### config.mk
export PLATFORM = sky130hd
export DESIGN_NAME = feat_stream_ctrl
export DESIGN_NICKNAME = d
export VERILOG_FILES = /design/src/rtl/feat_stream_ctrl.sv
export SDC_FILE = /design/constraint.sdc
export NUM_CORES = 1
export LEC_CHECK = 0
export ABC_CLOCK_PERIOD_IN_PS = 2100
export BUFFER_PORTS_ARGS = -buffer_cell sky130_fd_sc_hd__buf_2
export CAP_MARGIN = 20
export CORE_ASPECT_RATIO = 1.4
export CORE_MARGIN = 2
export CORE_UTILIZATION = 35
export DETAILED_ROUTE_END_ITERATION = 8
export HOLD_SLACK_MARGIN = 0.02
export PLACE_DENSITY = 0.66
export SLEW_MARGIN = 20
export SYNTH_ARGS = -nofsm -noshare
export SYNTH_HDL_FRONTEND = slang
export SYNTH_SLANG_ARGS = --single-unit
### constraint.sdc
create_clock -name clk -period 2.1 [get_ports clk]
set_input_delay 0.315 -clock clk [delete_from_list [all_inputs] [get_ports clk]]
set_output_delay 0.315 -clock clk [all_outputs]
set_load 0.01 [all_outputs]
### src/rtl/feat_stream_ctrl.sv
// Feature-map stream controller: walks a 12x12 map row-major and
// flags stride-2 2x2 windows as they land in the line buffer.
module feat_stream_ctrl #(
  parameter int DWIDTH = 16,
  parameter int FSIZE  = 12,
  parameter int AWIDTH = 10
) (
  input  logic              clk,
  input  logic              rst,
  input  logic              req,
  input  logic [AWIDTH-1:0] base_addr,
  output logic [AWIDTH-1:0] mem_addr,
  output logic              mem_rd_en,
  output logic              window_valid,
  output logic [2:0]        win_row,
  output logic [2:0]        win_col,
  output logic              busy,
  output logic              ack
);

  localparam int NPIX = FSIZE * FSIZE;
  localparam int KW   = $clog2(NPIX);
  localparam int CW   = $clog2(FSIZE);

  // The window taps are wired for a 14-stage buffer of DWIDTH-bit pixels.
  if (DWIDTH < 1 || FSIZE != 12) begin : g_bad_cfg
    $error("feat_stream_ctrl: unsupported DWIDTH/FSIZE");
  end

  typedef enum logic [1:0] {IDLE, READ, DRAIN, DONE} state_t;

  state_t            state;
  logic [AWIDTH-1:0] base_q;
  logic [KW-1:0]     k;
  logic [KW-1:0]     k_nxt;
  logic [CW-1:0]     pr;
  logic [CW-1:0]     pc;
  logic              drn;
  logic              last_pix;
  logic              hit;
  logic [2:0]        hit_row;
  logic [2:0]        hit_col;
  logic              v1;
  logic [2:0]        r1;
  logic [2:0]        c1;

  assign k_nxt    = k + 1'b1;
  assign last_pix = (k == KW'(NPIX - 1));

  // Bottom-right pixel of a stride-2 window sits on an odd row and odd column.
  assign hit     = (state == READ) && pr[0] && pc[0];
  assign hit_row = 3'(pr >> 1);
  assign hit_col = 3'(pc >> 1);

  // Control FSM: address generation, drain timing and handshake outputs.
  always_ff @(posedge clk) begin
    if (rst) begin
      state     <= IDLE;
      base_q    <= '0;
      k         <= '0;
      pr        <= '0;
      pc        <= '0;
      drn       <= 1'b0;
      mem_addr  <= '0;
      mem_rd_en <= 1'b0;
      busy      <= 1'b0;
      ack       <= 1'b0;
    end else begin
      ack <= 1'b0;
      unique case (state)
        IDLE: begin
          if (req) begin
            state     <= READ;
            base_q    <= base_addr;
            k         <= '0;
            pr        <= '0;
            pc        <= '0;
            mem_addr  <= base_addr;
            mem_rd_en <= 1'b1;
            busy      <= 1'b1;
          end
        end
        READ: begin
          if (last_pix) begin
            state     <= DRAIN;
            drn       <= 1'b0;
            mem_addr  <= '0;
            mem_rd_en <= 1'b0;
          end else begin
            k        <= k_nxt;
            mem_addr <= base_q + AWIDTH'(k_nxt);
            if (pc == CW'(FSIZE - 1)) begin
              pc <= '0;
              pr <= pr + 1'b1;
            end else begin
              pc <= pc + 1'b1;
            end
          end
        end
        DRAIN: begin
          drn <= 1'b1;
          if (drn) begin
            state <= DONE;
            ack   <= 1'b1;
          end
        end
        DONE: begin
          state <= IDLE;
          busy  <= 1'b0;
        end
        default: state <= IDLE;
      endcase
    end
  end

  // Two-stage window tag pipeline matching memory plus buffer latency.
  always_ff @(posedge clk) begin
    if (rst) begin
      v1           <= 1'b0;
      r1           <= '0;
      c1           <= '0;
      window_valid <= 1'b0;
      win_row      <= '0;
      win_col      <= '0;
    end else begin
      v1           <= hit;
      r1           <= hit ? hit_row : 3'd0;
      c1           <= hit ? hit_col : 3'd0;
      window_valid <= v1;
      win_row      <= r1;
      win_col      <= c1;
    end
  end

endmodule

==> results of run 1 <==
## cell families (layout without fill, tap and decap cells)
family                   count (synthesis)  after routing  share of synthesized area (%)
AND/OR/NAND/NOR                        119            119                           22.5
AO/OA/AOI/OAI                           78             78                           18.4
flip-flops                              56             56                           41.8
buffers and inverters                   20             78                           3.40
adder cells (fa/ha/maj)                 17             17                           8.20
XOR/XNOR                                15             15                           4.89
multiplexers                             2              2                          0.885
## flip-flops by register name (all words and copies together), names as in the netlist, 3 cells and up
name      cells
base_q       10
mem_addr     10
k             8
pc            4
pr            4
c1            3
r1            3
win_col       3
win_row       3
## critical path: cells and delay by family (launching register included)
kind / cells / cell delay [ps]
and+or+nand+nor: 3 / 620
AOI/OAI and AO/OA: 4 / 460
DFF: 1 / 380
xor gates and xnor gates: 2 / 350
adders and majority gates: 1 / 240
## stage by stage
stage / setup slack (ps) / hold WS [ps]
floorplan: 26.8 / 414
global placement: -54.7 / 415
detailed placement: -128 / 420
CTS: -54.4 / 235
global route: -159 / 234
finish: -58.7 / 237
## power by group
part | switching, mW | total (mW) | internal, mW | leakage, nW
clock network | 0.349 | 0.588 | 0.239 | 0.0424
logic | 0.786 | 1.31 | 0.527 | 0.894
registers | 0.111 | 1.33 | 1.22 | 0.458
## what timing repair did
| item | CTS | global route |
|---|---|---|
| setup endpoints to repair | 6 | 10 |
| endpoints found under the hold margin | 0 | 0 |
| buffers inserted | 0 | 6 |
| gates resized for setup | 11 | 22 |
| pin swaps | 4 | 15 |
## layout make-up
class / count / area (µm²) / area share, %
multi-input cells: 231 / 1630 / 48.2
flip-flops and latches: 56 / 1130 / 33.4
repair buffers: 62 / 385 / 11.4
well taps: 97 / 121 / 3.59
clock buffers: 7 / 76.3 / 2.26
inverters: 8 / 30.0 / 0.888
clock inverters: 1 / 8.76 / 0.259
## layer usage
metal	GRT usage [%]	share of wire [%]	vias up
li1	-	-	1198
met1	16.8	40	1163
met2	30.0	52	53
met3	3.02	4.0	19
met4	8.27	3.6	0
met5	0	0	-
## cells in the mapped netlist, types with 3 or more instances
cell type,count,share of area (%)
a211oi_1,3,0.84
a21oi_1,33,6.2
a221oi_1,4,1.3
a22oi_1,6,1.7
a311oi_1,3,0.98
a31oi_1,4,0.93
and2_1,7,1.6
and3_1,6,1.4
clkbuf_1,7,0.98
dfxtp_1,56,42
ha_1,16,7.5
inv_1,8,1.1
nand2_1,31,4.3
nand2b_1,3,0.70
nand3_1,6,1.1
nor2_1,31,4.3
nor2b_1,8,1.9
nor3_1,9,1.7
o21ai_0,11,2.1
xnor2_1,6,2.0
xor2_1,9,2.9
## worst max-delay path by stage
stage               from           to  slack (ps)  cells past startpoint
detailed placement  k[0]  mem_addr[9]        -130                      9
global placement    k[0]  mem_addr[9]         -50                      9
global route        k[1]  mem_addr[9]        -160                     10
floorplan           k[2]  mem_addr[9]          30                     10
CTS                 k[1]  mem_addr[9]         -50                     10
finish              k[1]  mem_addr[9]         -60                     10
## cells in the final DEF (no fill, tap or decap), types with 3 or more instances in the layout
cell and n:
a21oi_2 3, and3_4 3, o21ai_1 5, nand2_1 31, ha_4 3, a21oi_1 30
dfxtp_1 52, dfxtp_2 3, o21ai_0 7, and2_1 7, and3_1 3, ha_1 11
clkbuf_8 5, a22oi_1 6, buf_4 30, nor2_1 31, nand3_1 5, buf_2 32
a211oi_1 3, a221oi_1 3, a31oi_1 3, inv_1 8, nor2b_1 8, nor3_1 8
xor2_1 7, a311oi_1 3, xnor2_1 4
==> impl_metrics.py, run 1 <==
metrics = {
    "floorplanning": {
        "rows": 37,
        "die_h_um": 108,
        "pin_count": 33,
        "initial_core_util_pct": 36.2,
        "die-area_mm2": 0.00840,
        "coreArea_mm2": 0.00741,
        "die_w_um": 78.0,
    },
    "worst_hold_path": {
        "hold_depth": 3,
        "hp-class": "in2reg",
        "worstHoldStart": "base_addr[5]",
        "whs_endpoint": "base_q[5]",
    },
    "critical_path": {
        "crit_type": "reg2reg",
        "critPathLaunchType": "flip-flop",
        "required_ps": 2300,
        "arrival_ps": 2360,
        "critPathSlowestCell": "dfxtp_4",
        "crit_top_cell": "and3_4",
        "path_cells": "and3_4, and3_4, and3_4, xor2_4, ha_4, a21oi_2, a21boi_1, a31oi_1, xor2_1, o22ai_1",
        "worstSetupEndpointType": "flip-flop",
        "reg2reg_from": "k[1]",
        "worstRegToRegCells": 10,
        "ff2ff_setup_slack_ps": -60,
        "slowest_delay_ps": 380,
        "reg2reg_to": "mem_addr[9]",
        "crit_fanout": 5,
    },
    "clock_tree": {
        "cts_root_buf": "clkbuf_8",
        "cts_buffer_depth": 2,
        "cts_tree": "done",
        "path_clk_slew_ps": 100,
        "clk_latency_ps": 310,
        "cts.sinks": 56,
        "cts_made_buffers": 5,
        "htreeDepth": 2,
        "cts_hold_buffers": 0,
    },
    "synthesis": {
        "ys.flop_type": "dfxtp_1",
        "ys.warnings.count": 0,
        "synth_edf_count": 0,
        "ys_seq_area_share_pct": 41.8,
        "synth_cells": 307,
        "ys_types": 53,
        "syn-mean-instance-area_um2": 8.75,
        "syn_nets": 337,
        "syn-cell-area_mm2": 0.00269,
        "async_flop_share_pct": 0,
        "synth_seq_cells": 56,
    },
    "grt": {
        "grt_pass1_vias": 2320,
        "antenna_found_initial": 0,
        "grt_pass1_wl_um": 10600,
        "grt_usage_pct": 16.0,
        "grt_start_max_net_pins": 28,
        "grt.overflow.total": 0,
    },
    "layout": {
        "fillCellCount": 731,
        "fin_area_mm2": 0.00338,
        "drive_above_1_share_pct": 27.9,
        "syn2layout_area_growth_pct": 25.9,
        "fin_nets": 394,
        "finalNonFillerCells": 462,
        "insertedDiodeCount": 0,
        "final_util_pct": 45.6,
    },
    "sta": {
        "relSlewSlack_pct": 59.6,
        "setup-tns-final_ps": -98.0,
        "finalSetupViolCount": 3,
        "setup_slack_ps": -58.7,
        "tightest_slew_ps": 605,
        "min_period_ps": 2160,
        "drv_slew": 0,
        "fmax_mhz": 463,
        "rsz0062_at_grt": "yes",
        "finalCritPeriodShare_pct": 103,
        "final_hold_viol_count": 0,
        "fin_skew_ps": 11.5,
    },
    "job": {
        "drv_cap": 0,
    },
    "place": {
        "port_buffers": 32,
        "routabilityCongestion": 0.847,
        "place_area_mm2": 0.00309,
        "placed_cells": 448,
        "dpl.hpwl_um": 4690,
    },
    "pwr": {
        "pwr_density_cell_mw_per_mm2": 955,
        "power_mw": 3.23,
        "irDropWorstVdd_mv": 0.359,
        "leakagePower_nw": 1.39,
    },
    "detailed_routing": {
        "drtPass1Iterations": 4,
        "wirelength_um": 6620,
        "drt-wirelength-per-cell_um": 14.3,
        "route.vias.total": 2433,
        "ant_nets": 0,
        "via_per_inst": 5.27,
        "dr.first_iter.drc_count": 102,
        "drc": 0,
    },
    "status": {
        "failed_checks": "negative setup slack",
        "outcome": "complete, but fails checks",
    },
}
(Power assumes the default switching activity.)
==> run 2: changes to the inputs <==
--- a/config.mk
+++ b/config.mk
@@ -13,7 +13,7 @@
 export CORE_UTILIZATION = 35
 export DETAILED_ROUTE_END_ITERATION = 8
 export HOLD_SLACK_MARGIN = 0.02
-export PLACE_DENSITY = 0.66
+export PLACE_DENSITY = 0.59
 export SLEW_MARGIN = 20
 export SYNTH_ARGS = -nofsm -noshare
 export SYNTH_HDL_FRONTEND = slang
==> constraint.sdc (replaced) <==
create_clock -name clk -period 2.1 [get_ports clk]
set_input_delay 0.21 -clock clk [delete_from_list [all_inputs] [get_ports clk]]
set_output_delay 0.21 -clock clk [all_outputs]
set_load 0.01 [all_outputs]
==> run 2 against run 1 <==
Net effect:
- the run still ends with negative setup slack left
- final cell count up 0.43%
- cell area increased by 1.3%
- clock skew decreased by 2.7 ps
- routed wire length grew 3.9%
- fmax increased by 1.8%
- sequential share of layout area down 0.48 points
- via count grew 0.21%
- critical path depth unchanged
- largest cell class unchanged
==> impl_metrics.py, run 2 (synthesized netlist as in run 1, its figures left out) <==
metrics = {
    "worst_hold_path": {
        "hp-class": "in2reg",
        "hold_depth": 3,
    },
    "detailed_routing": {
        "drt-wirelength-per-cell_um": 14.8,
        "ant_nets": 0,
        "wirelength_um": 6880,
        "top_layer_used": "met4",
        "dr.first_iter.drc_count": 85,
        "wl_met1_um": 2940,
        "drtPass1Iterations": 6,
        "dr_wl_met2_um": 3550,
        "via_per_inst": 5.25,
        "route.vias.total": 2438,
        "drc": 0,
        "met3_length_um": 199,
    },
    "status": {
        "outcome": "complete, but fails checks",
        "failed_checks": "negative setup slack",
    },
    "layout": {
        "final_util_pct": 46.3,
        "fin_nets": 396,
        "layout_commonest_cell": "dfxtp_1",
        "syn2layout_area_growth_pct": 27.6,
        "top_regs": "base_q (10), mem_addr (10), k (8)",
        "insertedDiodeCount": 0,
        "fillCellCount": 764,
        "final_cell_mix": "dfxtp_1, a21oi_1, buf_2",
        "drive_above_1_share_pct": 27.8,
    },
    "grt": {
        "antenna_found_initial": 0,
        "grt_pass1_wl_um": 11200,
        "grt_usage_pct": 16.8,
        "grt.overflow.total": 0,
        "grt_start_max_net_pins": 27,
        "grt_pass1_vias": 2330,
    },
    "clock_tree": {
        "cts_buffer_depth": 2,
        "path_clk_slew_ps": 100,
        "cts_made_buffers": 5,
        "htreeDepth": 2,
        "cts_tree": "done",
        "cts_hold_buffers": 0,
        "clk_latency_ps": 310,
        "cts.sinks": 56,
        "cts_root_buf": "clkbuf_8",
    },
    "place": {
        "dpl.hpwl_um": 4910,
        "routabilityCongestion": 0.919,
        "port_buffers": 32,
    },
    "sta": {
        "setup-tns-final_ps": -24.9,
        "relSlewSlack_pct": 66.8,
        "fin_skew_ps": 8.83,
        "timing.hold.ws_ps": 136,
        "drv_slew": 0,
        "finalSetupViolCount": 2,
        "min_period_ps": 2120,
        "final_hold_viol_count": 0,
        "tightest_slew_ps": 497,
        "finalCritPeriodShare_pct": 101,
        "fmax_mhz": 471,
        "rsz0062_at_grt": "yes",
        "setup_slack_ps": -21.5,
    },
    "floorplanning": {
        "die_w_um": 78.0,
        "coreArea_mm2": 0.00741,
        "initial_core_util_pct": 36.2,
        "die_h_um": 108,
        "die-area_mm2": 0.00840,
        "rows": 37,
        "pin_count": 33,
    },
    "pwr": {
        "irDropWorstVdd_mv": 0.447,
        "leakagePower_nw": 1.41,
        "pwr_density_cell_mw_per_mm2": 1000,
    },
    "critical_path": {
        "worstSetupEndpointType": "flip-flop",
        "crit_type": "reg2reg",
        "required_ps": 2290,
        "crit_fanout": 5,
        "arrival_ps": 2320,
        "critPathLaunchType": "flip-flop",
        "worstRegToRegCells": 10,
    },
    "job": {
        "drv_cap": 0,
    },
}
==> run 2: area by class of cell <==
| cell class | instances | area (µm²) | area share (%) |
|---|---|---|---|
| flip-flops and latches | 56 | 1130 | 32.9 |
| well taps | 97 | 121 | 3.54 |
| clock buffers | 5 | 68.8 | 2.01 |
| repair buffers | 63 | 393 | 11.5 |
| clock inverters | 3 | 47.5 | 1.39 |
| inverters | 8 | 30.0 | 0.877 |
| multi-input cells | 232 | 1640 | 47.8 |
==> run 2: critical path: stages (launching register included) <==
cell and delay [ps]:
dfxtp_4 380, and3_4 200, and3_4 180, and3_4 210, xor2_4 180, ha_4 240, a21oi_2 130, a21boi_1 70
a31oi_1 170, xor2_1 160, o22ai_1 80
==> run 2: timing repair <==
item,CTS,global route
endpoints found under the setup margin,6,14
gates cloned,0,1
resized for setup,16,14
hold endpoints to repair,0,0
buffers inserted,1,1
pin swaps,6,4
==> run 2: final timing paths <==
path | start | end | slack, ps
worst max-delay path | k[0] | mem_addr[9] | -20
worst min register to register | r1[1] | win_row[1] | 440
worst max register to register | k[0] | mem_addr[9] | -20
worst min-delay path | base_addr[6] | base_q[6] | 140
==> run 2: report_power, final <==
part           total [mW]  internal, mW  switching [mW]
combinational        1.37         0.559           0.810
sequential           1.33          1.22           0.114
clock               0.734         0.360           0.374
total                3.43          2.14            1.30
==> run 2: metrics by stage <==
stage,setup WS [ps],std cells,power (mW),instance area [µm²]
floorplan,26.8,307,2.13,2690
global placement,-49.7,453,2.62,3130
detailed placement,-153,453,2.63,3130
CTS,-13.5,462,3.40,3340
global route,-126,464,3.67,3430
finish,-21.5,464,3.43,3430
==> run 2: per-layer routing <==
metal	vias up	GRT usage, %
met4	0	6.52
met5	-	0
met3	15	2.27
li1	1207	-
met1	1175	20.3
met2	41	29.9
